### config.mk
export PLATFORM = sky130hd
export DESIGN_NAME = booth4_serial_multiplier_flat
export DESIGN_NICKNAME = d
export VERILOG_FILES = /design/src/rtl/booth4_serial_multiplier_if.sv /design/src/rtl/booth4_serial_multiplier.sv /design/src/flat_wrapper.sv
export SDC_FILE = /design/constraint.sdc
export NUM_CORES = 1
export LEC_CHECK = 0
export ABC_AREA = 1
export BUFFER_PORTS_ARGS = -buffer_cell sky130_fd_sc_hd__buf_2
export CAP_MARGIN = 5
export CORE_UTILIZATION = 35
export CTS_BUF_LIST = sky130_fd_sc_hd__clkbuf_16
export CTS_CLUSTER_DIAMETER = 40
export DETAILED_ROUTE_END_ITERATION = 16
export PLACE_DENSITY = 0.6
export SYNTH_ARGS = -nofsm -noshare
export SYNTH_HDL_FRONTEND = slang
export SYNTH_SLANG_ARGS = --single-unit
### constraint.sdc
create_clock -name i_clk -period 8.6 [get_ports i_clk]
set_clock_uncertainty 0.1 [all_clocks]
set_input_delay 1.29 -clock i_clk [delete_from_list [all_inputs] [get_ports i_clk]]
set_output_delay 1.29 -clock i_clk [all_outputs]
set_load 0.05 [all_outputs]
### src/rtl/booth4_serial_multiplier_if.sv
// Byte-serial operand bus and result handshake for the radix-4 Booth multiplier.
// The source side (beat source / result sink) uses the master modport; the multiplier uses slave.
interface booth4_serial_multiplier_if #(
    parameter int N    = 16,
    parameter int IN_W = 8
);
    logic            in_valid;
    logic            in_ready;
    logic [IN_W-1:0] in_data;
    logic            is_signed;
    logic            out_valid;
    logic            out_ready;
    logic [2*N-1:0]  product;
    logic            ovf;
    logic            busy;

    modport master (
        output in_valid, in_data, is_signed, out_ready,
        input  in_ready, out_valid, product, ovf, busy
    );

    modport slave (
        input  in_valid, in_data, is_signed, out_ready,
        output in_ready, out_valid, product, ovf, busy
    );
endinterface

### src/rtl/booth4_serial_multiplier.sv
// Radix-4 Booth multiplier: byte-serial operand load, one Booth digit per clock, full 2N-bit result.
// state    | meaning
// LOAD_A   | accepting multiplicand beats, LSB beat first; first beat latches signed mode
// LOAD_X   | accepting multiplier beats; last beat seeds the accumulator
// CALC     | one Booth digit per clock (N/2 signed, N/2+1 unsigned)
// DONE     | result valid and held until the sink accepts it
module booth4_serial_multiplier #(
    parameter int N    = 16,
    parameter int IN_W = 8
) (
    input  logic i_clk,
    input  logic i_rst,
    booth4_serial_multiplier_if.slave bus
);
    localparam int BEATS = N / IN_W;
    localparam int CNT_W = (BEATS > 1) ? $clog2(BEATS) : 1;
    localparam int M     = N + 3;
    localparam int DIG_W = $clog2(N / 2 + 2);

    localparam logic [1:0] S_LOAD_A = 2'd0;
    localparam logic [1:0] S_LOAD_X = 2'd1;
    localparam logic [1:0] S_CALC   = 2'd2;
    localparam logic [1:0] S_DONE   = 2'd3;

    localparam logic [CNT_W-1:0] LAST_BEAT = CNT_W'(BEATS - 1);

    logic [1:0]        r_state;
    logic [CNT_W-1:0]  r_cnt;
    logic [N-1:0]      r_a;
    logic [N-1:0]      r_x;
    logic              r_mode;
    logic signed [N+1:0] r_p;
    logic [M-1:0]      r_m;
    logic [DIG_W-1:0]  r_dig;
    logic [2*N-1:0]    r_product;
    logic              r_ovf;

    logic              w_in_fire;
    logic              w_out_fire;
    logic              w_last_beat;
    logic [N-1:0]      w_a_next;
    logic [N-1:0]      w_x_next;
    logic signed [N+1:0] w_a_ext;
    logic signed [N+1:0] w_addend;
    logic signed [N+1:0] w_sum;
    logic signed [N+M+1:0] w_full;
    logic [2*N-1:0]    w_prod;
    logic              w_ovf;

    assign bus.in_ready  = (r_state == S_LOAD_A) || (r_state == S_LOAD_X);
    assign bus.out_valid = (r_state == S_DONE);
    assign bus.product   = r_product;
    assign bus.ovf       = r_ovf;
    assign bus.busy      = (r_state != S_LOAD_A) || (r_cnt != '0);

    assign w_in_fire   = bus.in_valid & bus.in_ready;
    assign w_out_fire  = bus.out_valid & bus.out_ready;
    assign w_last_beat = (r_cnt == LAST_BEAT);

    always_comb begin
        w_a_next = r_a;
        w_x_next = r_x;
        w_a_next[int'(r_cnt) * IN_W +: IN_W] = bus.in_data;
        w_x_next[int'(r_cnt) * IN_W +: IN_W] = bus.in_data;
    end

    // N+2 bits keeps -2A of the most negative signed operand from wrapping.
    assign w_a_ext = r_mode ? {{2{r_a[N-1]}}, r_a} : {2'b00, r_a};

    always_comb begin
        w_addend = '0;
        case (r_m[2:0])
            3'b001, 3'b010: w_addend = w_a_ext;
            3'b011:         w_addend = {w_a_ext[N:0], 1'b0};
            3'b100:         w_addend = -{w_a_ext[N:0], 1'b0};
            3'b101, 3'b110: w_addend = -w_a_ext;
            default:        w_addend = '0;
        endcase
    end

    assign w_sum  = r_p + w_addend;
    assign w_full = $signed({w_sum, r_m}) >>> 2;

    // After the last digit the product sits above the leftover multiplier bits:
    // three of them in signed mode, one in unsigned mode (two extra shifts consumed).
    assign w_prod = r_mode ? w_full[3 +: 2*N] : w_full[1 +: 2*N];
    assign w_ovf  = r_mode ? !((&w_prod[2*N-1:N-1]) || !(|w_prod[2*N-1:N-1]))
                           : (|w_prod[2*N-1:N]);

    always_ff @(posedge i_clk) begin
        if (i_rst) begin
            r_state   <= S_LOAD_A;
            r_cnt     <= '0;
            r_a       <= '0;
            r_x       <= '0;
            r_mode    <= 1'b0;
            r_p       <= '0;
            r_m       <= '0;
            r_dig     <= '0;
            r_product <= '0;
            r_ovf     <= 1'b0;
        end else begin
            case (r_state)
                S_LOAD_A: begin
                    if (w_in_fire) begin
                        r_a <= w_a_next;
                        if (r_cnt == '0) r_mode <= bus.is_signed;
                        if (w_last_beat) begin
                            r_cnt   <= '0;
                            r_state <= S_LOAD_X;
                        end else begin
                            r_cnt <= r_cnt + 1'b1;
                        end
                    end
                end
                S_LOAD_X: begin
                    if (w_in_fire) begin
                        r_x <= w_x_next;
                        if (w_last_beat) begin
                            r_cnt   <= '0;
                            r_p     <= '0;
                            r_m     <= {(r_mode ? {2{w_x_next[N-1]}} : 2'b00), w_x_next, 1'b0};
                            r_dig   <= r_mode ? DIG_W'(N / 2 - 1) : DIG_W'(N / 2);
                            r_state <= S_CALC;
                        end else begin
                            r_cnt <= r_cnt + 1'b1;
                        end
                    end
                end
                S_CALC: begin
                    r_p <= w_full[N+M+1:M];
                    r_m <= w_full[M-1:0];
                    if (r_dig == '0) begin
                        r_product <= w_prod;
                        r_ovf     <= w_ovf;
                        r_state   <= S_DONE;
                    end else begin
                        r_dig <= r_dig - 1'b1;
                    end
                end
                default: begin
                    if (w_out_fire) r_state <= S_LOAD_A;
                end
            endcase
        end
    end
endmodule

### src/flat_wrapper.sv
// flat-port wrapper written by rule: the top's interface ports become plain ports
module booth4_serial_multiplier_flat 
#(
    parameter int N    = 16,
    parameter int IN_W = 8
)
  (i_clk, i_rst, bus_in_valid, bus_in_data, bus_is_signed, bus_out_ready, bus_in_ready, bus_out_valid, bus_product, bus_ovf, bus_busy);
  booth4_serial_multiplier_if #(.N(N), .IN_W(IN_W)) bus_i ();
  input  logic i_clk;
  input  logic i_rst;
  input wire logic [$bits(bus_i.in_valid)-1:0] bus_in_valid;
  input wire logic [$bits(bus_i.in_data)-1:0] bus_in_data;
  input wire logic [$bits(bus_i.is_signed)-1:0] bus_is_signed;
  input wire logic [$bits(bus_i.out_ready)-1:0] bus_out_ready;
  output wire logic [$bits(bus_i.in_ready)-1:0] bus_in_ready;
  output wire logic [$bits(bus_i.out_valid)-1:0] bus_out_valid;
  output wire logic [$bits(bus_i.product)-1:0] bus_product;
  output wire logic [$bits(bus_i.ovf)-1:0] bus_ovf;
  output wire logic [$bits(bus_i.busy)-1:0] bus_busy;
  assign bus_i.in_valid = bus_in_valid;
  assign bus_i.in_data = bus_in_data;
  assign bus_i.is_signed = bus_is_signed;
  assign bus_i.out_ready = bus_out_ready;
  assign bus_in_ready = bus_i.in_ready;
  assign bus_out_valid = bus_i.out_valid;
  assign bus_product = bus_i.product;
  assign bus_ovf = bus_i.ovf;
  assign bus_busy = bus_i.busy;
  booth4_serial_multiplier #(.N(N), .IN_W(IN_W)) u_core (.i_clk(i_clk), .i_rst(i_rst), .bus(bus_i));
endmodule
**Word level (Yosys, flattened, before mapping)**

Index checks and enable logic that the tools add are counted.

- Register bits: 110
- Input port bits: 13

- Add/subtract/negate cells: 6
- Equal/unequal tests: 15
- Shifts and indexed selects: 2
- Muxes and demuxes: 26
- Bitwise operators: 3
- Reduce and logical (&&, ||, !) cells: 24

Operator list:

| kind | count |
|---|---|
| one-hot mux 18 bit (4 select lines) | 1 |
| two-way mux 18 bit | 3 |
| two-way mux 19 bit | 2 |
| one-hot mux 19 bit (2 select lines) | 1 |
| negation 18 bit | 2 |
| one-hot mux 18 bit (2 select lines) | 1 |
| negation 4 -> 33 bit | 1 |
| variable shift 8 x 33 -> 16 bit (first input constant) | 1 |
| indexed part select 8 x 33 -> 16 bit | 1 |
| bitwise mux 16 bit | 2 |
| two-way mux 32 bit | 1 |
| adder 18 bit | 1 |
| AND reduction 17 bit | 1 |
| OR reduction 17 bit | 1 |
| two-way mux 4 bit | 4 |
| OR reduction 16 bit | 1 |
| two-way mux 2 bit | 7 |
| != test 2 x 1 -> 1 bit (second input constant) | 5 |
| == test 3 bit (second input constant) | 3 |
| one-hot mux 4 bit (2 select lines) | 1 |
| AND reduction 2 bit | 4 |
| == test 3 x 2 -> 1 bit (second input constant) | 2 |
| one-hot mux 2 bit (3 select lines) | 1 |
| AND reduction 3 bit | 2 |
| other kinds (18) | 27 |

**Longest topological paths before layout**

Gate-level depths: netlist (run 1).

- Depth after elaboration: 10
- Mapped depth: 28
- Mapped depth without buffers: 27

**Worst setup path before layout (run 1)**

Ideal clock, no wire load.

- Path type: reg2reg
- Start point: register u_core.r_a[0]
- End point: register u_core.r_ovf, in the netlist u_core.bus.ovf
- Setup time: 0.120 ns
- Arrival time: 2.979 ns
- Data required time: 8.380 ns
- Setup slack: 5.401 ns
- Stages on the path, launching flop included: 22
- Path buffers: 0
- Clock period less this slack: 3.199 ns
- Cell sequence: dfxtp_1 inv_1 ha_1 nand3_2 nor2_2 inv_1 nor4_1 xor2_1 a221o_1 ha_1 a21oi_1 nand2_1 a21oi_1 nand2_1 nand2_2 nand3_1 nand2_1 nand2_1 nor2_1 nand3_1 a21oi_1 a21oi_1

- Cells in the longest elaborated chain, start to end: 10
- Elaborated cells on any way between the ends: 13
- Classes of those cells: add/sub: 3; mux: 4; reduce/logical: 6

RTL lines:

| what | line | RTL |
|---|---|---|
| start, declared | booth4_serial_multiplier.sv:29 | `logic [N-1:0] r_a;` |
| start signal, assigned | booth4_serial_multiplier.sv:106 | `r_a <= w_a_next;` |
| two-way mux 18 bit * | booth4_serial_multiplier.sv:68 | `assign w_a_ext = r_mode ? {{2{r_a[N-1]}}, r_a} : {2'b00, r_a};` |
| negation 18 bit, on equally long branches | booth4_serial_multiplier.sv:76, booth4_serial_multiplier.sv:75 |  |
| one-hot mux 18 bit (4 select lines) * | booth4_serial_multiplier.sv:72 | `case (r_m[2:0])` |
| adder 18 bit * | booth4_serial_multiplier.sv:81 | `assign w_sum = r_p + w_addend;` |
| two-way mux 32 bit * | booth4_serial_multiplier.sv:86 | `assign w_prod = r_mode ? w_full[3 +: 2*N] : w_full[1 +: 2*N];` |
| OR reduction 17 bit | booth4_serial_multiplier.sv:87 | `assign w_ovf = r_mode ? !((&w_prod[2*N-1:N-1]) \|\| !(\|w_prod[2*N-1:N-1]))` |
| logical NOT 1 bit | booth4_serial_multiplier.sv:87 |  |
| logical OR 1 bit | booth4_serial_multiplier.sv:87 |  |
| logical NOT 1 bit | booth4_serial_multiplier.sv:87 |  |
| two-way mux 1 bit * | booth4_serial_multiplier.sv:87 |  |
| end signal, assigned | booth4_serial_multiplier.sv:135 | `r_ovf <= w_ovf;` |
| end, declared | booth4_serial_multiplier.sv:36 | `logic r_ovf;` |

Mark *: on every way between the ends. The rest lies on a longest branch, timed or not.
A chain may end at the register's enable or synchronous reset.

**Worst setup path in the final report (run 1)**

Ends and elaborated chain as after synthesis.

==> flow_summary_export.csv, run 1 <==
group,metric,value,unit
power_and_ir_drop,p_leak,3.377,nW
layout,final_layout_size_suffix_gt1_share,11.59,%
grt,grt_max_degree,66,
routing,ant_nets,0,
synthesis,synth_simple_gate_area_share,28.96,%
clocking,clock_sinks,108,
synthesis,synthTopCellsByArea,"dfxtp_1 32%, nand2_1 16%, a21oi_1 7.6%, inv_1 6.9%, o21ai_0 6.7%",
routing,dr_total_vias,6677,
layout,final_common_cell,"nand2_1",
layout,post-route-util,39.29,%
floorplanning,die_w,140.8,um
placement,place_area,7097,um2
layout,nFillCells,2026,
power_and_ir_drop,irDropWorstVdd,0.2567,mV
worst_setup_path,cpPeakStageDelay,0.37,ns
synthesis,synthAdderAreaFrac,4.567,%
routing,firstDrtPassIters,5,
floorplanning,num_io_pins,49,
synthesis,synth_enable_flop_cells,0,
synthesis,ys_types,41,
sta,min_period,3.840,ns
routing,routedWlPerCell,14.27,um
placement,hpwlAfterDp,13410,um
floorplanning,initial_utilization,35.91,%
grt,grt-ovfl-total,0,
sta,fmax,260.4,MHz
synthesis,netlist_area,6739,um2
clocking,postCtsSetupRepairBufs,0,
floorplanning,coreArea,18770,um2
hold_path,hp-class,"reg2reg",
worst_setup_path,required,8.75,ns
synthesis,ys_ff_latch,108,
synthesis,synth_top_family_by_area,"simple AND/OR/NAND/NOR gates",
clocking,cts_made_buffers,9,
placement,portBuffers,48,
placement,place.gp.congestion,0.9009,
sta,slew_headroom,41.11,%
routing,viasPerCell,5.156,
worst_setup_path,cp_num_buf_inv,2,
worst_setup_path,cp-end-kind,"register",
clocking,cts.clk_slew.worst_paths,0.08,ns
clocking,clock_path_buffers,2,
status,outcome,"finished clean",
placement,placedCellCount,1279,
clocking,clk_latency,0.36,ns
clocking,hold_buffers,0,
sta,period_share,44.66,%
floorplanning,num_rows,50,
synthesis,synth_nets,1078,
grt,antenna_found_initial,0,
run,maxCapViolCount,0,
floorplanning,die_h,140.8,um
sta,slew_violations,0,
worst_setup_path,path_delay_family,"simple AND/OR/NAND/NOR gates",
grt,grt.total_usage,19.18,%
synthesis,synthMuxAreaShare,0,%
layout,final_cell_area,7373,um2
worst_setup_path,critPathKind,"reg2reg",
floorplanning,die_area,19810,um2
clocking,htree_levels,3,
synthesis,synth.avg_cell_area,6.474,um2
synthesis,syn-instance-count,1041,
layout,fin_nets,1093,
layout,antenna_cells,0,
routing,route.detailed.drc,0,
synthesis,synth-seq-area-share,32.08,%
clocking,ctsResizeCount,0,
worst_setup_path,path_cells,"inv_1, ha_1, nand3_2, nor2_2, inv_1, nor4_1, xor2_1, a221o_1, ha_1, a21oi_1, nand2_1, a21oi_1, nand2_1, nand2_2, nand3_1, nand2_1, nand2_1, nor2_1, nand3_1, a21oi_1, a21oi_1",
sta,finalSetupViolations,0,
synthesis,synthArstFlopShare,0,%
clocking,cts_root_buf,"clkbuf_16",
sta,tightest_slew,0.8801,ns
grt,grt_first_pass_wirelength,30390,um
sta,rsz0062_at_grt,"no",
routing,drt_iter0_markers,427,
layout,final_cell_count_no_fill,1295,
clocking,tritoncts,"yes",
layout,mostFrequentLayoutCells,"283 x nand2_1, 123 x inv_1, 108 x dfxtp_1",
synthesis,yosysWarnings,0,
worst_setup_path,slowest_stage,"ha_1",
grt,grt_pass1_vias,6130,
sta,holdWs,0.3492,ns
power_and_ir_drop,power.density,329.7,nW/um2
synthesis,yosysTopAreaCellShare,32.08,%
synthesis,synth-xor-area-share,1.690,%
synthesis,synth_top_cell_by_area,"dfxtp_1",
sta,hold_viol,0,
synthesis,synth-main-ff-cell,"dfxtp_1",
worst_setup_path,crit_path_max_fanout,5,
layout,syn2layout_area_growth,9.413,%
worst_setup_path,timing.critical_path.arrival,3.99,ns
routing,wirelength,18480,um
sta,final.setup.tns,0,ns
worst_setup_path,start_kind,"register",
synthesis,synth-compound-area-share,21.80,%
[final cells by class]
type / instances / area [um2] / share of cell area (%)
multi-input combinational: 746 / 3850 / 52.21
inverter: 139 / 521.8 / 7.076
tap: 234 / 292.8 / 3.971
timing repair buffer: 52 / 270.3 / 3.665
clock inverter: 7 / 51.30 / 0.6957
clock buffer: 9 / 225.2 / 3.054
sequential: 108 / 2162 / 29.32
[worst reg2reg max path, delay by kind of cell (launching register included)]
family / cells / cell delay, ns
xor gates and xnor gates: 1 / 0.14
buffers and inverters: 2 / 0.17
AOI/OAI and AO/OA: 5 / 1.08
adders and majority gates: 2 / 0.58
DFF: 1 / 0.32
and+or+nand+nor: 11 / 1.33
[layer usage]
layer  vias up  routed length, um  GRT usage [%]
met3        32                815          2.955
met4         0                541          8.009
met1      3015               8991          25.64
met2       151               8128          30.71
met5         -                  0              0
li1       3479                  -              -
[final timing paths]
kind	slack, ns	depth (start not counted)	startpoint	endpoint
worst min-delay path	0.35	2	u_core.r_x[8]	u_core.r_x[8]
worst max register to register	4.76	21	u_core.r_a[0]	u_core.bus.ovf
worst max-delay path	4.76	21	u_core.r_a[0]	u_core.bus.ovf
worst min register to register	0.35	2	u_core.r_x[8]	u_core.r_x[8]
[cell families after synthesis]
logic type	Yosys count
AOI/OAI and AO/OA	261
xor gates and xnor gates	13
adders and majority gates	24
DFF	108
buffers and inverters	187
and+or+nand+nor	448
[synth_stat cells, types with 4 or more instances]
library cell,instances
dfxtp_1,108
a21oi_2,4
nand4_1,10
nand3_2,9
nand3_1,69
inv_1,124
clkbuf_1,31
nand2_1,283
inv_2,13
a21oi_1,102
xor2_1,12
ha_1,23
nor2_1,36
a31oi_1,19
a221oi_1,7
buf_2,14
o22ai_1,9
nor2_2,8
nor3_1,8
o21ai_0,90
nand2_2,17
and2_1,4
a221o_1,4
o211ai_1,14
[metrics by stage]
| stage | total power, W | worst slack, ns |
|---|---|---|
| 2_1_floorplan | 0.001741 | 5.401 |
| 3_3_place_gp | 0.002031 | 4.899 |
| 3_5_place_dp | 0.002031 | 4.819 |
| 4_1_cts | 0.002444 | 4.795 |
| 5_1_grt | 0.002629 | 4.416 |
| 6_report | 0.002431 | 4.760 |
[registers in the layout, indices dropped and copies added, names as in the netlist]
register,cells
u_core.r_m,19
u_core.r_cnt,1
u_core.r_p,16
u_core.r_a,16
u_core.r_dig,4
u_core.bus.ovf,1
u_core.r_state,2
u_core.r_mode,1
u_core.bus.product,32
u_core.r_x,16
[report_power, final]
group          switching, W  internal [W]  total [W]
Clock              0.000203      0.000199   0.000402
Combinational      0.000955      0.000378    0.00133
Sequential        0.0000792      0.000617   0.000696
Total               0.00124       0.00119    0.00243
Power figures use the tool's default switching activity.
==> inputs of run 2 (changes only) <==
Settings changed: ABC_AREA 1 to 0.
Clock period 8.6 ns to 3.65 ns, I/O delays scaled along.
==> run 2 against run 1 <==
Against the previous run:
- the run now ends with negative setup slack left
- setup slack lost 5.3 ns
- sequential share of layout area decreased by 5.9 points
- largest power group unchanged
- sequential cell count is the same
- design area up 26%
- power is 130% higher
- combinational power grew 120%
- die area shrank 1.2%
- critical path depth down 3
==> flow_summary_export.csv, run 2 <==
group,metric,value,unit
status,outcome,"finished, violations left",
status,violations,"negative setup slack",
power_and_ir_drop,pwr-share-seq,27.4,%
grt,grt_max_degree,75,
sta,finalSetupViolations,10,
sta,fmax,240.1,MHz
power_and_ir_drop,power.density,598.9,nW/um2
layout,largest_register_ffs,32,
synthesis,synth.avg_cell_area,7.660,um2
synthesis,synth_nets,906,
synthesis,synthTopCellsByArea,"dfxtp_1 32%, mux2i_1 9.0%, nor2_1 7.4%, nand2_1 6.3%, a211oi_1 5.5%",
power_and_ir_drop,pwr-share-comb,53.6,%
layout,fin_nets,1076,
floorplanning,num_rows,50,
synthesis,netlist_area,6656,um2
synthesis,synth_enable_flop_cells,0,
sta,final.setup.tns,-2.397,ns
synthesis,syn-instance-count,869,
floorplanning,die_h,139.9,um
routing,route.detailed.drc,0,
synthesis,synth_most_common_cell,"nor2_1",
synthesis,yosysWarnings,0,
synthesis,synth-main-ff-cell,"dfxtp_1",
sta,rsz0062_at_grt,"yes",
routing,wirelength,20550,um
clocking,clock_sinks,108,
power_and_ir_drop,p_switching,0.002350,W
worst_setup_path,critPathKind,"reg2reg",
worst_setup_path,timing.reg2reg.setup_slack,-0.52,ns
run,maxCapViolCount,0,
sta,period_share,114.1,%
sta,hold_viol,0,
layout,post-route-util,49.75,%
layout,final_layout_size_suffix_gt1_share,33.81,%
synthesis,synth_top_cell_by_area,"dfxtp_1",
floorplanning,num_io_pins,49,
placement,place.gp.congestion,0.8920,
power_and_ir_drop,p_int,0.003204,W
grt,antenna_found_initial,0,
power_and_ir_drop,irDropWorstVdd,0.3641,mV
layout,final_cell_area,9275,um2
clocking,htree_levels,3,
power_and_ir_drop,p_leak,3.846,nW
routing,routedWlPerCell,16.08,um
clocking,tritoncts,"yes",
sta,tightest_slew,1.103,ns
floorplanning,die_w,139.9,um
synthesis,synthArstFlopShare,0,%
routing,viasPerCell,5.315,
grt,grt-ovfl-total,0,
clocking,clock_path_buffers,2,
routing,dr_total_vias,6793,
placement,hpwlAfterDp,14550,um
routing,drt_iter0_markers,391,
placement,placedCellCount,1240,
synthesis,ys_ff_latch,108,
routing,firstDrtPassIters,5,
synthesis,yosysTopAreaCellShare,32.48,%
routing,ant_nets,0,
worst_setup_path,timing.critical_path.arrival,4.31,ns
worst_setup_path,cp-end-kind,"register",
floorplanning,initial_utilization,35.70,%
floorplanning,die_area,19570,um2
grt,grt.total_usage,20.88,%
power_and_ir_drop,sw_frac_of_total,42.31,%
layout,syn2layout_area_growth,39.34,%
grt,grt_first_pass_wirelength,32550,um
clocking,cts_root_buf,"clkbuf_16",
placement,place_area,8178,um2
worst_setup_path,start_kind,"register",
sta,slew_headroom,26.21,%
placement,portBuffers,48,
clocking,cts.clk_slew.worst_paths,0.08,ns
clocking,cts_made_buffers,9,
synthesis,synth-seq-area-share,32.48,%
sta,slew_violations,0,
sta,timing.final.ws_setup,-0.5157,ns
synthesis,ys_top_cells_by_count,"131 x nor2_1, 111 x nand2_1, 108 x dfxtp_1, 62 x a21oi_1, 60 x mux2i_1",
layout,antenna_cells,0,
layout,final_common_cell,"buf_4",
worst_setup_path,required,3.79,ns
power_and_ir_drop,total_power,0.005555,W
power_and_ir_drop,pwr-share-clk,19.0,%
worst_setup_path,crit_path_max_fanout,5,
clocking,clk_latency,0.37,ns
sta,min_period,4.166,ns
grt,grt_pass1_vias,6309,
synthesis,ys_types,60,
layout,final_cell_count_no_fill,1278,
floorplanning,coreArea,18640,um2
hold_path,hp-class,"in2reg",
layout,mostFrequentLayoutCells,"167 x buf_4, 129 x nor2_1, 103 x nand2_1",
clocking,hold_buffers,0,
-- run 2: worst paths after layout --
path | to | cells after the start | start
worst min-delay path | u_core.r_mode | 3 | bus_is_signed
worst min register to register | u_core.bus.product[20] | 2 | u_core.bus.product[20]
worst max-delay path | u_core.bus.ovf | 18 | u_core.r_a[1]
worst max register to register | u_core.bus.ovf | 18 | u_core.r_a[1]
-- run 2: per-layer routing --
| layer | share of wire (%) | track usage, % | up-vias |
|---|---|---|---|
| met3 | 3.0 | 3.179 | 34 |
| met4 | 2.2 | 7.981 | 0 |
| met1 | 46 | 27.40 | 3207 |
| li1 | - | - | 3428 |
| met2 | 48 | 34.47 | 124 |
| met5 | 0 | 0 | - |
-- run 2: power groups by stage --
stage          Sequential, W  Combinational (W)  Clock (W)
2_1_floorplan        0.00169            0.00152          0
3_3_place_gp         0.00154            0.00261          0
3_5_place_dp         0.00154            0.00262          0
4_1_cts              0.00152            0.00281    0.00108
5_1_grt              0.00155            0.00323    0.00113
6_report             0.00152            0.00298    0.00105
-- run 2: kinds of logic (layout without fill, tap and decap cells) --
kind of cell	count (synthesis)	after routing	share of synthesized area, %
AO/OA/AOI/OAI	235	235	23.10
multiplexers	61	61	9.192
AND/OR/NAND/NOR	323	323	20.85
XOR/XNOR	39	39	5.131
buffers and inverters	79	254	4.624
flip-flops	108	108	32.48
adder cells (fa/ha/maj)	24	24	4.624
-- run 2: area by class of cell --
class / instances / area, um2
Fill cell: 1767 / 9368
Multi-Input combinational cell: 682 / 4828
Timing Repair Buffer: 223 / 1599
Inverter: 15 / 62.56
Tap cell: 234 / 292.8
Clock inverter: 7 / 92.59
Clock buffer: 9 / 225.2
Sequential cell: 108 / 2175
-- run 2: worst max-delay path, stage by stage, from the launching register on --
cell      delay [ns]
dfxtp_4         0.37
inv_4           0.06
ha_4            0.12
nor3b_4         0.20
nand3_2         0.10
or3_4           0.34
and2_4          0.15
xor2_2          0.17
a21oi_1         0.15
o211ai_1        0.12
ha_1            0.37
nand4_1         0.15
nor2b_1         0.07
a211oi_2        0.32
xnor2_2         0.10
or4_1           0.49
or4_4           0.42
o21bai_1        0.14
a31oi_1         0.09
-- run 2: metrics by stage --
step | setup WS, ns | hold WS (ns)
after floorplan | -0.4871 | 0.3362
after global placement | -0.5289 | 0.3407
after detailed placement | -0.6272 | 0.3434
after CTS | -0.5363 | 0.3361
after global routing | -0.7174 | 0.3677
final | -0.5157 | 0.3457
-- run 2: what timing repair did --
item | CTS | global route
buffers inserted | 14 | 10
setup endpoints to repair | 13 | 18
pin swaps | 46 | 38
resized for setup | 62 | 71
==> inputs of run 3 (changes only) <==
Settings changed: CELL_PAD_IN_SITES_DETAIL_PLACEMENT from default to 1, CELL_PAD_IN_SITES_GLOBAL_PLACEMENT from default to 1, PLACE_DENSITY 0.6 to 0.74, SKIP_LAST_GASP from default to 1.
==> run 3 against run 2 <==
Against the previous run:
- the run still ends with negative setup slack left
- non-clock buffer count increased by 14
- highest routed layer unchanged
- critical path type unchanged
- sequential cell count unchanged
- die area unchanged
- core utilization increased by 0.11 points
- sequential power about the same
- critical path depth increased by 1
- global-route usage increased by 4.4 points
- sequential share of layout area decreased by 0.081 points
- clock power about the same
- combinational power increased by 6%
==> flow_summary_export.csv, run 3 (synthesis results as in run 2) <==
group,metric,value,unit
clocking,cts.clk_slew.worst_paths,0.08,ns
sta,tightest_slew,1.329,ns
worst_setup_path,reg2reg_depth,19,
layout,seq_area,2172,um2
layout,largest_register_ffs,32,
run,maxCapViolCount,0,
sta,rsz0062_at_grt,"yes",
sta,final.setup.tns,-7.333,ns
grt,grt.total_usage,25.33,%
grt,grt_max_degree,50,
floorplanning,coreArea,18640,um2
clocking,clock_sinks,108,
clocking,htree_levels,3,
layout,mostFrequentLayoutCells,"181 x buf_4, 129 x nor2_1, 106 x nand2_1",
routing,viasPerCell,5.606,
layout,nFillCells,2287,
worst_setup_path,slowest_stage,"or4_4",
worst_setup_path,regToRegStartpoint,"u_core.r_a[1]",
routing,route.detailed.drc,0,
grt,antenna_found_initial,0,
layout,syn2layout_area_growth,39.66,%
clocking,cts_made_buffers,9,
routing,wirelength,25470,um
sta,timing.final.ws_setup,-0.8358,ns
worst_setup_path,cp_num_buf_inv,3,
placement,portBuffers,48,
status,violations,"negative setup slack",
hold_path,hp-class,"in2reg",
sta,period_share,122.9,%
layout,antenna_cells,0,
sta,hold_viol,0,
power_and_ir_drop,total_power,0.005708,W
clocking,clock_path_buffers,2,
layout,final_common_cell,"buf_4",
clocking,hold_buffers,0,
grt,grt_first_pass_wirelength,39220,um
layout,fin_nets,1090,
worst_setup_path,critPathMostFrequentCell,"or4_4",
power_and_ir_drop,irDropWorstVdd,0.3357,mV
sta,holdWs,0.3498,ns
worst_setup_path,cpPeakStageDelay,0.55,ns
routing,routedWlPerCell,19.72,um
hold_path,hold-path-cell-count,3,
worst_setup_path,path_delay_family,"simple AND/OR/NAND/NOR gates",
sta,finalSetupViolations,18,
clocking,clk_latency,0.37,ns
worst_setup_path,path_cells,"buf_12, nor3_4, buf_6, nand3_2, buf_4, o21ai_0, xnor2_1, a22oi_1, o21ai_1, ha_1, a21o_1, a31o_2, a31oi_4, xnor2_2, and2_1, or4_4, or4_4, o22ai_1, a31oi_1",
placement,hpwlAfterDp,16320,um
hold_path,min_from,"bus_is_signed",
status,outcome,"finished, violations left",
layout,final_layout_size_suffix_gt1_share,34.50,%
worst_setup_path,cp-end-kind,"register",
routing,ant_nets,0,
layout,multi_input_area,4771,um2
power_and_ir_drop,power.density,614.0,nW/um2
sta,slew_headroom,11.22,%
floorplanning,initial_utilization,35.70,%
routing,dr_total_vias,7243,
hold_path,holdPathEnd,"u_core.r_mode",
worst_setup_path,required,3.81,ns
worst_setup_path,crit_path_max_fanout,5,
clocking,cts_root_buf,"clkbuf_16",
layout,post-route-util,49.87,%
grt,grt_pass1_vias,7516,
clocking,tritoncts,"yes",
routing,drt_iter0_markers,290,
worst_setup_path,cp.depth,19,
worst_setup_path,timing.critical_path.arrival,4.64,ns
placement,place.gp.congestion,0.8484,
floorplanning,num_rows,50,
sta,fmax,222.9,MHz
grt,grt-ovfl-total,0,
floorplanning,die_h,139.9,um
worst_setup_path,start_kind,"register",
routing,firstDrtPassIters,4,
floorplanning,die_w,139.9,um
floorplanning,num_io_pins,49,
sta,slew_violations,0,
worst_setup_path,critPathKind,"reg2reg",
worst_setup_path,timing.reg2reg.setup_slack,-0.84,ns
worst_setup_path,r2r-end,"u_core.bus.ovf",
power_and_ir_drop,p_leak,3.894,nW
floorplanning,die_area,19570,um2
sta,min_period,4.486,ns
==> run 3: cell types whose count changed in the layout (fill, tap and decap cells not counted), moves of 3 or more <==
cell	previous run	this run
buf_4	167	181
a22oi_1	14	7
a22oi_2	1	8
nand2_1	103	106
nand2_2	6	3
xor2_2	5	2
==> run 3: routing by layer <==
metal	global-route usage [%]	vias to the layer above	part of all wire, %
li1	-	3460	-
met4	10.58	0	3.2
met5	0	-	0
met2	44.95	150	52
met3	4.376	47	3.4
met1	30.06	3586	42
==> run 3: worst max-delay path by stage <==
stage	slack (ns)	start	endpoint
6_report	-0.84	u_core.r_a[1]	u_core.bus.ovf
5_1_grt	-1.01	u_core.r_a[1]	u_core.bus.ovf
4_1_cts	-0.71	u_core.r_a[1]	u_core.bus.ovf
3_5_place_dp	-0.71	u_core.r_a[0]	u_core.bus.ovf
3_3_place_gp	-0.53	u_core.r_a[0]	u_core.bus.ovf
2_1_floorplan	-0.49	u_core.r_a[1]	u_core.bus.ovf
==> run 3: repair_timing <==
action,in CTS,in global routing
pin swaps,40,47
setup endpoints to repair,15,24
buffers inserted,26,12
gates resized for setup,68,57
==> run 3: area by class of cell <==
| class | count | share of cell area (%) |
|---|---|---|
| tap | 234 | 3.149 |
| clock inverter | 7 | 0.7402 |
| clock buffer | 9 | 2.423 |
| timing repair buffer | 237 | 18.33 |
| inverter | 15 | 0.6729 |
| sequential | 108 | 23.36 |
| multi-input combinational | 682 | 51.32 |
==> run 3: tightest hold or removal path, stage by stage <==
cell and delay (ns):
buf_2 0.11, mux2i_1 0.07, nor2_1 0.07
==> run 3: power breakdown <==
group          internal (W)  leakage [nW]  total, W  switching [W]
clock              0.000484         0.145   0.00102       0.000536
sequential          0.00137         0.877   0.00153       0.000160
combinational       0.00133          2.87   0.00316        0.00182
==> run 3: stage by stage <==
step	instances	worst slack, ns	cell area, um2
global placement	1242	-0.5346	8180
floorplan	869	-0.4871	6733
global route	1292	-1.009	9296
detailed placement	1242	-0.7058	8180
CTS	1282	-0.7057	8954
finish	1292	-0.8358	9296
